File: config.mk
export PLATFORM = sky130hd
export DESIGN_NAME = vec_serial_adder
export DESIGN_NICKNAME = d
export VERILOG_FILES = /design/src/rtl/vec_serial_adder.sv
export SDC_FILE = /design/constraint.sdc
export NUM_CORES = 1
export LEC_CHECK = 0
export ABC_AREA = 1
export ABC_CLOCK_PERIOD_IN_PS = 21000
export BUFFER_PORTS_ARGS = -buffer_cell sky130_fd_sc_hd__buf_4
export CORE_ASPECT_RATIO = 1.75
export CORE_MARGIN = 8
export CORE_UTILIZATION = 50
export DETAILED_ROUTE_END_ITERATION = 6
export PLACE_DENSITY = 0.83
export SLEW_MARGIN = 15
export SYNTH_ARGS = -nofsm -noshare
export SYNTH_HDL_FRONTEND = slang
export SYNTH_SLANG_ARGS = --single-unit
File: constraint.sdc
create_clock -name clk_i -period 21 [get_ports clk_i]
set_clock_uncertainty 0.1 [all_clocks]
set_input_delay 1.05 -clock clk_i [delete_from_list [all_inputs] [get_ports clk_i]]
set_output_delay 1.05 -clock clk_i [all_outputs]
set_load 0.1 [all_outputs]
File: src/rtl/vec_serial_adder.sv
// Element-serial vector add/subtract: latches one operation, pushes one element per cycle
// through an ELEN-bit ripple-carry chain, then holds the result for a valid/ready handshake.
module vec_serial_adder #(
  parameter int unsigned ELEN  = 32,
  parameter int unsigned NELEM = 4,
  parameter int unsigned ID_W  = 3,
  parameter int unsigned VL_W  = $clog2(NELEM + 1)
) (
  input  logic                  clk_i,
  input  logic                  rst_ni,
  input  logic                  issue_valid_i,
  output logic                  issue_ready_o,
  input  logic [ID_W-1:0]       issue_id_i,
  input  logic                  issue_sub_i,
  input  logic [VL_W-1:0]       issue_vl_i,
  input  logic [NELEM*ELEN-1:0] issue_vs1_i,
  input  logic [NELEM*ELEN-1:0] issue_vs2_i,
  output logic                  result_valid_o,
  input  logic                  result_ready_i,
  output logic [ID_W-1:0]       result_id_o,
  output logic [NELEM*ELEN-1:0] result_data_o,
  output logic [NELEM-1:0]      result_carry_o
);

  typedef enum logic [1:0] {StIdle, StExec, StDone} state_e;

  state_e                state_q, state_d;
  logic [ID_W-1:0]       id_q, id_d;
  logic                  sub_q, sub_d;
  logic [VL_W-1:0]       vl_q, vl_d;
  logic [VL_W-1:0]       idx_q, idx_d;
  logic [NELEM*ELEN-1:0] vs1_q, vs1_d;
  logic [NELEM*ELEN-1:0] vs2_q, vs2_d;
  logic [NELEM*ELEN-1:0] data_q, data_d;
  logic [NELEM-1:0]      carry_q, carry_d;

  logic [VL_W-1:0] vl_eff;
  logic [ELEN-1:0] op_a, op_b, chain_s;
  logic [ELEN:0]   chain_c;

  assign vl_eff = (issue_vl_i > VL_W'(NELEM)) ? VL_W'(NELEM) : issue_vl_i;

  // Element select and bit-level ripple chain; subtraction is a + ~b + 1.
  always_comb begin
    op_a = '0;
    op_b = '0;
    for (int k = 0; k < NELEM; k++) begin
      if (idx_q == VL_W'(k)) begin
        op_a = vs1_q[k*ELEN +: ELEN];
        op_b = vs2_q[k*ELEN +: ELEN];
      end
    end
    if (sub_q) op_b = ~op_b;
    chain_s    = '0;
    chain_c    = '0;
    chain_c[0] = sub_q;
    for (int i = 0; i < ELEN; i++) begin
      chain_s[i]   = op_a[i] ^ op_b[i] ^ chain_c[i];
      chain_c[i+1] = (op_a[i] & op_b[i]) | (chain_c[i] & (op_a[i] ^ op_b[i]));
    end
  end

  always_comb begin
    state_d = state_q;
    id_d    = id_q;
    sub_d   = sub_q;
    vl_d    = vl_q;
    idx_d   = idx_q;
    vs1_d   = vs1_q;
    vs2_d   = vs2_q;
    data_d  = data_q;
    carry_d = carry_q;
    unique case (state_q)
      StIdle: begin
        if (issue_valid_i) begin
          id_d    = issue_id_i;
          sub_d   = issue_sub_i;
          vl_d    = vl_eff;
          vs1_d   = issue_vs1_i;
          vs2_d   = issue_vs2_i;
          data_d  = '0;
          carry_d = '0;
          idx_d   = '0;
          state_d = StExec;
        end
      end
      StExec: begin
        if (vl_q == '0) begin
          state_d = StDone;
        end else begin
          for (int k = 0; k < NELEM; k++) begin
            if (idx_q == VL_W'(k)) begin
              data_d[k*ELEN +: ELEN] = chain_s;
              carry_d[k]             = chain_c[ELEN];
            end
          end
          if (idx_q == vl_q - VL_W'(1)) state_d = StDone;
          else                          idx_d   = idx_q + VL_W'(1);
        end
      end
      StDone: begin
        if (result_ready_i) state_d = StIdle;
      end
      default: state_d = StIdle;
    endcase
  end

  always_ff @(posedge clk_i) begin
    if (!rst_ni) begin
      state_q <= StIdle;
      id_q    <= '0;
      sub_q   <= 1'b0;
      vl_q    <= '0;
      idx_q   <= '0;
      vs1_q   <= '0;
      vs2_q   <= '0;
      data_q  <= '0;
      carry_q <= '0;
    end else begin
      state_q <= state_d;
      id_q    <= id_d;
      sub_q   <= sub_d;
      vl_q    <= vl_d;
      idx_q   <= idx_d;
      vs1_q   <= vs1_d;
      vs2_q   <= vs2_d;
      data_q  <= data_d;
      carry_q <= carry_d;
    end
  end

  assign issue_ready_o  = (state_q == StIdle);
  assign result_valid_o = (state_q == StDone);
  assign result_id_o    = id_q;
  assign result_data_o  = data_q;
  assign result_carry_o = carry_q;

endmodule
-- Word-level counts from Yosys, hierarchy flattened
Index checks and enable logic that the tools add are counted.
- flip-flop bits (word level): 400
- bits of input ports: 267
- output and inout bits: 137
- word-level logic and storage cells: 238
- add/sub/neg operators: 2
- order comparisons: 1
- equality and inequality tests: 15
- mux-type cells: 33
- bitwise operators: 161
- reduce and logical (&&, ||, !) cells: 11
- operators with widths (kind ; count):
    2-to-1 mux 32 bit ; 13
    2-to-1 mux 128 bit ; 2
    one-hot mux 128 bit (2 select lines) ; 1
    bitwise AND 1 bit ; 64
    bitwise XOR 1 bit ; 64
    NOT 32 bit ; 1
    OR 1 bit ; 32
    AND reduction 4 bit ; 5
    inequality test 2 bit, second input constant ; 7
    2-to-1 mux 3 bit ; 4
    2-to-1 mux 2 bit ; 4
    2-to-1 mux 4 bit ; 2
    one-hot mux 4 bit (2 select lines) ; 1
    equality test 3 x 2 -> 1 bit, second input constant ; 2
    zero test 3 bit ; 2
    one-hot mux 2 bit (3 select lines) ; 1
    one-hot mux 3 bit (2 select lines) ; 1
    2-to-1 mux 1 bit ; 4
    adder 3 x 1 -> 3 bit, second input constant ; 1
    equality test 3 x 1 -> 1 bit, second input constant ; 1
    equality test 3 bit ; 1
    > comparator 3 bit, second input constant ; 1
    inequality test 3 bit, second input constant ; 1
    AND reduction 3 bit ; 1
    7 further kinds ; 7

-- Logic depth before layout (Yosys ltp)
Gate-level depths: netlist (run 1).
- word-level depth: 75
- depth in mapped cells: 46
- depth with buffers taken out: 45

-- Worst setup path after synthesis (run 1)
Ideal clock, no wire load.
- kind: reg-to-reg
- start point: reg idx_q[2]
- end point: reg data_q[127], in the netlist result_data_o[127]
- setup time: 0.067 ns
- arrival: 15.554 ns
- required time: 20.833 ns
- setup slack: 5.279 ns
- cell stages (with the launch flop): 45
- buffers on the path: 4
- period minus slack after synthesis: 15.721 ns
- cell sequence: dfxtp_1 > buf_2 > inv_1 > ha_1 > buf_2 > inv_1 > buf_2 > clkbuf_1 > o21ai_1 > xor2_1 > fa_1 > fa_1 > fa_1 > fa_1 > fa_1 > fa_1 > fa_1 > fa_1 > (+9 left out) > fa_1 > fa_1 > fa_1 > fa_1 > fa_1 > fa_1 > fa_1 > fa_1 > fa_1 > fa_1 > fa_1 > inv_1 > fa_1 > fa_1 > fa_1 > nor2_1 > nor2_1 > nor2_1
- word-level cells in the longest chain between the ends: 74
- elaborated cells between the ends (all ways): 145
- those cells by class: eq/ne: 4; mux: 12; bitwise: 127; reduce/logical: 2
- RTL lines (item ; line ; text):
    from (decl) ; 31 ; logic [VL_W-1:0] idx_q, idx_d;
    from (signal assigned) ; 124 ; idx_q <= idx_d;
    zero test 3 bit ; 48 ; if (idx_q == VL_W'(k)) begin
    2-to-1 mux 32 bit (4 in a row) ; 48 ;
    NOT 32 bit ; 53 ; if (sub_q) op_b = ~op_b;
    2-to-1 mux 32 bit ; 53 ;
    bitwise XOR 1 bit ; 59 ; chain_c[i+1] = (op_a[i] & op_b[i]) | (chain_c[i] & (op_a[i] ^ op_b[i]));
    bitwise AND 1 bit ; 59 ;
    OR 1 bit ; 59 ;
    bitwise AND 1 bit ; 59 ;
    (+55 left out) ; n/a ;
    bitwise AND 1 bit ; 59 ;
    OR 1 bit ; 59 ;
    bitwise AND 1 bit ; 59 ;
    OR 1 bit ; 59 ;
    bitwise XOR 1 bit ; 58 ; chain_s[i] = op_a[i] ^ op_b[i] ^ chain_c[i];
    2-to-1 mux 32 bit ; 92 ; if (idx_q == VL_W'(k)) begin
    2-to-1 mux 128 bit ; 88 ; if (vl_q == '0) begin
    one-hot mux 128 bit (2 select lines) ; 73 ; unique case (state_q)
    to (signal assigned) ; 127 ; data_q <= data_d;
    to (decl) ; 34 ; logic [NELEM*ELEN-1:0] data_q, data_d;
Several ways; a longest one is shown, not always the timed one. The select of a mux whose other input is x is not followed.
A chain may end at the register's enable or synchronous reset.

-- Worst setup path after layout (run 1)
- start point: reg idx_q[2]
- end point: reg data_q[31], in the netlist result_data_o[31]
- word-level cells in the longest chain between the ends: 74
- elaborated cells between the ends (all ways): 145
- those cells by class: eq/ne: 4; mux: 12; bitwise: 127; reduce/logical: 2
- RTL lines (item ; line):
    zero test 3 bit ; 48, 92
    2-to-1 mux 32 bit (4 in a row) ; 48
    NOT 32 bit ; 53
    2-to-1 mux 32 bit ; 53
    bitwise XOR 1 bit ; 59
    bitwise AND 1 bit ; 59
    OR 1 bit ; 59
    bitwise AND 1 bit ; 59
    (+55 left out) ; n/a
    bitwise AND 1 bit ; 59
    OR 1 bit ; 59
    bitwise AND 1 bit ; 59
    OR 1 bit ; 59
    bitwise XOR 1 bit ; 58
    2-to-1 mux 32 bit ; 92
    2-to-1 mux 128 bit ; 88
    one-hot mux 128 bit (2 select lines) ; 73
Several ways; a longest one is shown, not always the timed one. The select of a mux whose other input is x is not followed.

==> results of run 1 <==
[worst max-delay path, delay by kind of cell, from the launching register on]
kind            cells  cell delay (ps)
compound gates      2              340
fa+ha+maj          32            14110
buf+inv             4             1360
flops               1              580
simple gates        5              670
[cells in the mapped netlist (all sizes together)]
cell type and count:
a211oi 2, a21boi 1, a21oi 50, a311oi 3, buf 68, clkbuf 111, clkinv 1, dfxtp 400
fa 31, ha 7, inv 87, nand2 128, nand3 126, nor2 755, nor3 1, o211ai 31
o21a 1, o21ai 481, xnor2 2, xor2 32
[sequential cells by signal, summed over array words and instances (netlist names)]
name,flops
result_carry_o,4
sub_q,1
result_data_o,128
idx_q,3
vs1_q,128
state_q,2
vs2_q,128
vl_q,3
result_id_o,3
[layer usage]
metal,vias to the layer above,global-route usage
met5,-,0
met4,0,0.1936
met3,169,0.04390
met2,724,0.5044
met1,7849,0.3037
li1,8058,-
[power by group]
part	switching (mW)	total (mW)	internal, mW
Clock	0.298	0.753	0.456
Combinational	0.623	0.849	0.226
Sequential	0.0520	0.900	0.848
[layout make-up]
| type | instances | share of cell area |
|---|---|---|
| Antenna cell | 2 | 0.0002339 |
| Clock buffer | 50 | 0.05128 |
| Clock inverter | 17 | 0.01327 |
| Inverter | 88 | 0.01579 |
| Multi-Input combinational cell | 1651 | 0.3729 |
| Sequential cell | 400 | 0.3743 |
| Tap cell | 455 | 0.02661 |
| Timing Repair Buffer | 414 | 0.1456 |
[stage by stage]
step	power (mW)	hold slack (ps)	cell area, um^2	std cells	worst slack [ps]
finish	2.503	355.4	21400	3077	3737
global route	2.611	368.7	21400	3077	2984
CTS	2.504	356.4	21390	3075	3650
detailed placement	1.757	346.2	20010	3008	3711
global placement	1.741	334.5	20010	3008	3956
floorplan	1.505	324.5	17130	2318	5279
[how the worst max path moves through the flow]
stage / from / endpoint / slack (ps)
6_report: idx_q[2]$_SDFFE_PN0P_ / result_data_o[31]$_SDFFE_PN0P_ / 3740
5_1_grt: idx_q[2]$_SDFFE_PN0P_ / result_data_o[95]$_SDFFE_PN0P_ / 2980
4_1_cts: idx_q[2]$_SDFFE_PN0P_ / result_data_o[127]$_SDFFE_PN0P_ / 3650
3_5_place_dp: idx_q[2]$_SDFFE_PN0P_ / result_data_o[127]$_SDFFE_PN0P_ / 3710
3_3_place_gp: idx_q[2]$_SDFFE_PN0P_ / result_data_o[127]$_SDFFE_PN0P_ / 3960
2_1_floorplan: idx_q[2]$_SDFFE_PN0P_ / result_data_o[127]$_SDFFE_PN0P_ / 5280
[cells by family after synthesis]
family                   Yosys count  synth area share
flip-flops                       400            0.4676
AND/OR/NAND/NOR                 1010            0.2336
adder cells (fa/ha/maj)           38           0.04135
AO/OA/AOI/OAI                    569            0.1727
buffers and inverters            267           0.06736
XOR/XNOR                          34           0.01739
==> impl_metrics.csv, run 1 <==
group,metric,value,unit
status,status,"completed",
yosys,synthCells,2318,
timing,maxSlewViolCount,0,
drt,via_count,16800,
floorplanning,ios,404,
yosys,synth_warnings,0,
drt,wl_met3,3.584,mm
cts,numCtsBuffers,37,
job,max_cap_viol_count,0,
global_routing,grt_usage,0.2837,
drt,via_per_inst,5.460,
power_and_ir_drop,vdd_ir_drop_max,0.00006306,V
placement,globalplace.congestion,0.9126,
floorplanning,num_rows,89,
cells_and_area,fill_cells,2939,
yosys,yosysSeqAreaShare,0.4676,
setup_path,cp_data_required_time,21370,ps
cts,cts-root-buf,"clkbuf_16",
yosys,synth.cell_area,17130,um^2
timing,fin_crit_sh,0.8220,
drt,highest_layer,"met4",
cells_and_area,seq_area,8009,um^2
floorplanning,fp.dieW,155.9,um
timing,tightest_slew,1201,ps
yosys,yosysTopAreaCellShare,0.4676,
setup_path,crit_top_cell,"fa_1",
timing,hold_violations,0,
floorplanning,start_util,0.5075,
yosys,synth_area_leader_cell,"dfxtp_1",
timing,finalSetupTns,0,ps
setup_path,max_stage_delay,820,ps
timing,min_period,17260,ps
cells_and_area,drive_above_1_share,0.1905,
global_routing,grt_pass1_vias,16380,
setup_path,critPathKind,"flip-flop to flip-flop",
floorplanning,core,33740,um^2
yosys,synth_area_leaders,"dfxtp_1 47%, nor2_1 16%, o21ai_0 13%, nand3_1 3.7%, fa_1 3.6%",
drt,route.met2.wl,30.68,mm
yosys,synthesis.nets,2623,
placement,io_buffers,403,
cells_and_area,area_growth_syn_to_layout,24.95,%
setup_path,r2r-start,"idx_q[2]$_SDFFE_PN0P_",
cts,clock_sinks,400,
timing,relSlewSlack,0.1986,
yosys,avgSynthCellArea,7.388,um^2
yosys,synth-seq-cells,400,
min_path,hold_depth,2,
cts,clkSlewWorstSetupHoldPaths,70,ps
global_routing,grt_max_degree,162,
setup_path,end_kind,"flip-flop",
drt,wire_per_inst,19.54,um
timing,rsz0062_at_grt,"false",
timing,setup_viol,0,
min_path,worstHoldStart,"vs2_q[97]$_SDFFE_PN0P_",
floorplanning,die_h,260.8,um
setup_path,r2r_cells,43,
setup_path,cp.arrival,17630,ps
cells_and_area,nNetsFinal,2897,
drt,drc,0,
min_path,min_path_type,"flip-flop to flip-flop",
power_and_ir_drop,p_leak,9.660,nW
cts,ctsHoldBuffers,0,
drt,wirelength_met1,21.77,mm
setup_path,r2r_slack,3740,ps
cells_and_area,final_common_cell,"nor2_1",
min_path,worstHoldEndpoint,"vs2_q[97]$_SDFFE_PN0P_",
cts,clock_path_buffers,3,
floorplanning,die_area,40660,um^2
placement,dp_hpwl,44.41,mm
setup_path,r2r-end,"result_data_o[31]$_SDFFE_PN0P_",
setup_path,cpMaxStageDelayCell,"inv_2",
global_routing,grt_overflow_total,0,
drt,routed_wl,60.12,mm
setup_path,crit_path_start_kind,"flip-flop",
global_routing,antenna_found_initial,2,
cells_and_area,post-route-util,0.6342,
drt,antenna_left,0,
global_routing,grt_pass1_wl,89.87,mm
timing,fmax,0.05793,GHz
cts,cts_setup_buffers,0,
cells_and_area,multi_input_area,7980,um^2
drt,drt-pass1-iter-count,7,
setup_path,cp_max_fo,65,
cts,tritoncts,"built",
drt,dr.first_iter.drc_count,1340,
power_and_ir_drop,power.density,117.0,nW/um^2
cts,htree_num_levels,2,
cts,clk_latency,540,ps
yosys,ys_types,30,
cells_and_area,final_cell_mix,"750 x nor2_1, 449 x o21ai_0, 413 x buf_4, 399 x dfxtp_1, 126 x nand3_1",
cts,cts-resized-gates,0,
Note: power is estimated with default switching activity, not from simulation.
==> run 2: changes to the inputs <==
--- a/config.mk
+++ b/config.mk
@@ -5,8 +5,8 @@
 export SDC_FILE = /design/constraint.sdc
 export NUM_CORES = 1
 export LEC_CHECK = 0
-export ABC_AREA = 1
-export ABC_CLOCK_PERIOD_IN_PS = 21000
+export ABC_AREA = 0
+export ABC_CLOCK_PERIOD_IN_PS = 17400
 export BUFFER_PORTS_ARGS = -buffer_cell sky130_fd_sc_hd__buf_4
 export CORE_ASPECT_RATIO = 1.75
 export CORE_MARGIN = 8
==> constraint.sdc (replaced) <==
create_clock -name clk_i -period 17.4 [get_ports clk_i]
set_clock_uncertainty 0.1 [all_clocks]
set_input_delay 0.87 -clock clk_i [delete_from_list [all_inputs] [get_ports clk_i]]
set_output_delay 0.87 -clock clk_i [all_outputs]
set_load 0.1 [all_outputs]
==> run 2 against run 1 <==
Effect of this change: wire length is 3.3% lower; cell area is 2.9% higher; area after synthesis is 3.9% higher; sequential cell count stayed put; first-iteration DRC count is 14% lower; sequential power is 11% higher; maximum frequency is 3.8% higher; critical endpoint unchanged; largest power group unchanged.
==> impl_metrics.csv, run 2 <==
group,metric,value,unit
placement,globalplace.congestion,0.9240,
timing,fin_hold_ws,349.6,ps
timing,rsz0062_at_grt,"false",
cells_and_area,area_growth_syn_to_layout,23.72,%
setup_path,end_kind,"flip-flop",
yosys,ys_types,43,
yosys,synth.cell_area,17790,um^2
timing,relSlewSlack,0.2333,
drt,dr.first_iter.drc_count,1159,
floorplanning,fp.dieW,158.6,um
cells_and_area,final_cell_mix,"701 x nand2_1, 419 x buf_4, 399 x dfxtp_1, 242 x a21boi_0, 173 x o21ai_0",
setup_path,cpMaxStageDelayCell,"dfxtp_1",
yosys,ys_dominant_reg_cell,"dfxtp_1",
job,max_cap_viol_count,0,
cts,clk_latency,530,ps
drt,routed_wl,58.12,mm
power_and_ir_drop,power.density,102.0,nW/um^2
yosys,synth_area_leader_cell,"dfxtp_1",
global_routing,grt_pass1_wl,86.93,mm
yosys,avgSynthCellArea,8.188,um^2
power_and_ir_drop,p_leak,8.952,nW
timing,hold_violations,0,
cells_and_area,final_common_cell,"nand2_1",
setup_path,crit_family,"adder cells",
global_routing,grt_max_degree,269,
cells_and_area,nNetsFinal,2755,
yosys,synthesis.nets,2478,
cells_and_area,post-route-util,0.6257,
cts,htree_num_levels,2,
cts,tritoncts,"built",
cts,cts-resized-gates,0,
yosys,synth-seq-cells,400,
timing,tightest_slew,1150,ps
timing,fmax,0.06014,GHz
yosys,ys_async_sr_fraction,0,
placement,pre_cts_ws,775.1,ps
global_routing,grt_pass1_vias,15820,
placement,dpl_cell_area,20750,um^2
cts,ctsHoldBuffers,0,
floorplanning,num_rows,91,
timing,fin_crit_sh,0.9557,
placement,io_buffers,403,
setup_path,r2r_slack,770,ps
setup_path,crit_buf_inv,2,
yosys,synthCells,2173,
cts,numCtsBuffers,35,
setup_path,crit_top_cell,"fa_1",
drt,via_per_inst,5.409,
floorplanning,die_h,265.5,um
yosys,synth_warnings,0,
setup_path,max_stage_delay,680,ps
drt,antenna_left,0,
cts,clock_sinks,400,
cts,clock_path_buffers,3,
yosys,synth_edf_count,0,
placement,dp_hpwl,43.36,mm
yosys,synth_common_cells,"702 x nand2_1, 400 x dfxtp_1, 242 x a21boi_0",
cts,cts-root-buf,"clkbuf_16",
setup_path,crit_path_start_kind,"flip-flop",
floorplanning,start_util,0.5057,
setup_path,critPathKind,"flip-flop to flip-flop",
timing,setup_viol,0,
min_path,min_path_type,"flip-flop to flip-flop",
setup_path,cp_max_fo,28,
global_routing,grt_overflow_total,0,
global_routing,grt_usage,0.2662,
timing,min_period,16630,ps
drt,drt-pass1-iter-count,5,
global_routing,antenna_found_initial,3,
status,status,"completed",
drt,via_count,15910,
floorplanning,die_area,42110,um^2
setup_path,cp.arrival,16980,ps
yosys,yosysSeqAreaShare,0.4501,
floorplanning,ios,404,
cts,cts_setup_buffers,0,
timing,finalSetupTns,0,ps
floorplanning,core,35180,um^2
power_and_ir_drop,vdd_ir_drop_max,0.00006751,V
yosys,synth_most_common_cell,"nand2_1",
timing,setup_slack,770.9,ps
cells_and_area,drive_above_1_share,0.2009,
yosys,synth_area_leaders,"dfxtp_1 45%, nand2_1 15%, a21boi_0 10%, o21ai_0 4.9%, and2_1 4.0%",
cells_and_area,final_cell_area,22010,um^2
drt,wire_per_inst,19.75,um
setup_path,cp_data_required_time,17760,ps
timing,maxSlewViolCount,0,
yosys,yosysTopAreaCellShare,0.4501,
cts,clkSlewWorstSetupHoldPaths,70,ps
drt,drc,0,
-- run 2: cell count changes in the layout (fill, tap and decap cells not counted), sizes merged, moves of 34 or more --
cell    previous run  this run
nor3               1        50
nand3            126         5
nand2            128       702
nor2             755        36
a21boi             1       265
and2               0       114
a221oi             0        34
o21ai            481       173
inv               89         8
-- run 2: stage by stage --
stage,total power [mW],instances
2_1_floorplan,1.281,2173
3_3_place_gp,1.417,2877
3_5_place_dp,1.426,2877
4_1_cts,2.249,2938
5_1_grt,2.325,2942
6_report,2.245,2942
-- run 2: cell type report --
class	instances	area, um^2
multi-input combinational	1583	8949
antenna	3	7.507
fill	2995	13170
inverter	8	30.03
timing repair buffer	422	3208
sequential	400	8009
clock buffer	45	1016
tap	465	581.8
clock inverter	16	211.5
-- run 2: path summary, 6_finish.rpt --
kind / start / end / cells past startpoint
min: vs1_q[73]$_SDFFE_PN0P_ / vs1_q[73]$_SDFFE_PN0P_ / 2
max: idx_q[2]$_SDFFE_PN0P_ / result_data_o[31]$_SDFFE_PN0P_ / 40
max reg2reg: idx_q[2]$_SDFFE_PN0P_ / result_data_o[31]$_SDFFE_PN0P_ / 40
min reg2reg: vs1_q[73]$_SDFFE_PN0P_ / vs1_q[73]$_SDFFE_PN0P_ / 2
-- run 2: per-layer routing --
layer | vias to the layer above | share of wire | track usage
met4 | 0 | 0.067 | 0.1758
met3 | 172 | 0.062 | 0.03689
met5 | - | 0 | 0
met1 | 7406 | 0.37 | 0.3035
li1 | 7727 | - | -
met2 | 608 | 0.50 | 0.4531
-- run 2: cells by family after synthesis --
kind of cell / Yosys count / synth area share
and+or+nand+nor: 946 / 0.2273
AOI/OAI and AO/OA: 562 / 0.2158
DFF: 400 / 0.4501
buffers and inverters: 190 / 0.04880
adders and majority gates: 38 / 0.03980
xor gates and xnor gates: 36 / 0.01772
muxes: 1 / 0.0005626
-- run 2: where the power goes --
group	internal, mW	switching [mW]	total, mW
sequential	0.968	0.0336	1.00
clock	0.488	0.347	0.835
combinational	0.138	0.271	0.409
total	1.59	0.651	2.25
-- run 2: worst min-delay path: cells and delay by family (launching register included) --
kind            cells  cell delay, ps
compound gates      1              50
flops               1             310
simple gates        1              50
==> run 3: changes to the inputs <==
--- a/config.mk
+++ b/config.mk
@@ -10,9 +10,10 @@
 export BUFFER_PORTS_ARGS = -buffer_cell sky130_fd_sc_hd__buf_4
 export CORE_ASPECT_RATIO = 1.75
 export CORE_MARGIN = 8
-export CORE_UTILIZATION = 50
+export CORE_UTILIZATION = 54
 export DETAILED_ROUTE_END_ITERATION = 6
-export PLACE_DENSITY = 0.83
+export PLACE_DENSITY = 0.88
+export SETUP_SLACK_MARGIN = 0.2
 export SLEW_MARGIN = 15
 export SYNTH_ARGS = -nofsm -noshare
 export SYNTH_HDL_FRONTEND = slang
==> run 3 against run 2 <==
Effect of this change: sequential power hardly changed; clock-buffer cell count is 4 higher; critical path type unchanged; non-clock buffer count is 2 lower; highest routed layer unchanged; critical path depth is 1 higher; clock power is 4.0% lower; via count is 1.7% higher; wire length is 1.0% lower.
==> impl_metrics.csv, run 3 (synthesis results as in run 2) <==
group,metric,value,unit
floorplanning,die_area,39240,um^2
cts,ctsHoldBuffers,0,
timing,fin_crit_sh,0.9363,
global_routing,grt_max_degree,269,
timing,tightest_slew,1240,ps
setup_path,r2r-end,"result_data_o[63]$_SDFFE_PN0P_",
timing,setup_viol,0,
job,max_cap_viol_count,0,
drt,drt-pass1-iter-count,6,
timing,rsz0062_at_grt,"false",
setup_path,r2r_cells,41,
drt,drc,0,
timing,fmax,0.06138,GHz
min_path,worstHoldStart,"vs1_q[72]$_SDFFE_PN0P_",
floorplanning,fp.dieW,153.2,um
placement,pre_cts_ws,1068,ps
placement,dpl.cell_count,2816,
cts,clock_path_buffers,3,
power_and_ir_drop,p_switching,0.6404,mW
timing,fin_hold_ws,354.0,ps
drt,wire_per_inst,19.96,um
setup_path,cp_max_fo,48,
drt,via_per_inst,5.617,
cts,clkSlewWorstSetupHoldPaths,70,ps
min_path,hold_depth,2,
drt,via_count,16190,
timing,maxSlewViolCount,0,
drt,antenna_left,0,
cells_and_area,area_growth_syn_to_layout,22.88,%
drt,dr.first_iter.drc_count,1401,
timing,setup_slack,1109,ps
setup_path,crit_path_start_kind,"flip-flop",
setup_path,r2r_slack,1110,ps
cells_and_area,final_cell_mix,"701 x nand2_1, 417 x buf_4, 399 x dfxtp_1, 242 x a21boi_0, 173 x o21ai_0",
min_path,min_path_type,"flip-flop to flip-flop",
global_routing,grt_usage,0.2817,
placement,globalplace.congestion,0.9211,
setup_path,end_kind,"flip-flop",
timing,relSlewSlack,0.1734,
cts,cts-resized-gates,0,
global_routing,grt_pass1_vias,16180,
cts,numCtsBuffers,35,
placement,dp_hpwl,42.20,mm
cts,clk_latency,530,ps
global_routing,grt_overflow_total,0,
global_routing,grt_pass1_wl,87.84,mm
power_and_ir_drop,pwr-share-clk,0.363,
setup_path,cp_data_required_time,17750,ps
cells_and_area,fill_cells,2679,
drt,routed_wl,57.53,mm
power_and_ir_drop,p_leak,8.905,nW
power_and_ir_drop,vdd_ir_drop_max,0.00006423,V
cells_and_area,nNetsFinal,2753,
placement,io_buffers,403,
power_and_ir_drop,finalPower,2.212,mW
global_routing,antenna_found_initial,4,
setup_path,critPathKind,"flip-flop to flip-flop",
power_and_ir_drop,internal_power,1.572,mW
cells_and_area,final_common_cell,"nand2_1",
floorplanning,ios,404,
cts,htree_num_levels,2,
floorplanning,num_rows,88,
status,status,"completed",
cells_and_area,drive_above_1_share,0.1989,
setup_path,cp.arrival,16640,ps
floorplanning,start_util,0.5441,
power_and_ir_drop,power.density,101.2,nW/um^2
timing,finalSetupTns,0,ps
setup_path,max_stage_delay,480,ps
setup_path,cpMaxStageDelayCell,"fa_1",
timing,min_period,16290,ps
power_and_ir_drop,seq_power_share,0.453,
timing,hold_violations,0,
cts,clock_sinks,400,
cells_and_area,final_cells,2882,
floorplanning,core,32700,um^2
setup_path,r2r-start,"idx_q[0]$_SDFFE_PN0P_",
min_path,worstHoldEndpoint,"vs1_q[72]$_SDFFE_PN0P_",
cts,cts_setup_buffers,0,
power_and_ir_drop,switching_share,0.2895,
floorplanning,die_h,256.1,um
power_and_ir_drop,p_comb_frac,0.185,
cts,cts-root-buf,"clkbuf_16",
setup_path,crit_top_cell,"fa_1",
cts,tritoncts,"built",
[run 3: area by class of cell]
cell class,count,area (um^2),area share
flip-flops and latches,400,8009,0.3663
clock buffers,49,1008,0.04613
well taps,405,506.7,0.02318
multi-input cells,1583,8949,0.4093
clock inverters,13,173.9,0.007955
repair buffers,420,3177,0.1453
inverters,8,30.03,0.001373
diodes,4,10.01,0.0004578
[run 3: routing by layer]
metal	track usage	vias to the layer above	routed length, um
met5	0	-	0
met4	0.1946	0	3961
met3	0.05308	174	4100
met1	0.3099	7574	21080
met2	0.4832	707	28380
li1	-	7733	-
[run 3: worst max path at each step]
stage,startpoint,to,slack [ps],depth (start not counted)
finish,idx_q[0]$_SDFFE_PN0P_,result_data_o[63]$_SDFFE_PN0P_,1110,41
global route,idx_q[2]$_SDFFE_PN0P_,result_data_o[31]$_SDFFE_PN0P_,460,40
CTS,idx_q[0]$_SDFFE_PN0P_,result_data_o[63]$_SDFFE_PN0P_,1040,41
detailed placement,idx_q[0]$_SDFFE_PN0P_,result_data_o[63]$_SDFFE_PN0P_,1070,41
global placement,idx_q[2]$_SDFFE_PN0P_,result_data_o[95]$_SDFFE_PN0P_,1220,40
floorplan,idx_q[1]$_SDFFE_PN0P_,result_data_o[127]$_SDFFE_PN0P_,1620,44
[run 3: through the flow]
stage               area (um^2)  utilization
floorplan                 17790            -
global placement          20670       0.6320
detailed placement        20670       0.6320
CTS                       21850       0.6682
global route              21860       0.6686
finish                    21860       0.6686
[run 3: power groups by stage]
stage          clock [mW]  combinational (mW)  sequential (mW)
2_1_floorplan           0               0.203             1.08
3_3_place_gp            0               0.397             1.02
3_5_place_dp            0               0.405             1.02
4_1_cts             0.813               0.407             1.00
5_1_grt             0.848               0.438             1.01
6_report            0.802               0.409             1.00
[run 3: critical path: cells and delay by family, from the launching register on]
family / cells / cell delay (ps)
buffers and inverters: 2 / 500
adder cells (fa/ha/maj): 33 / 14280
AO/OA/AOI/OAI: 4 / 570
flip-flops: 1 / 450
AND/OR/NAND/NOR: 2 / 340
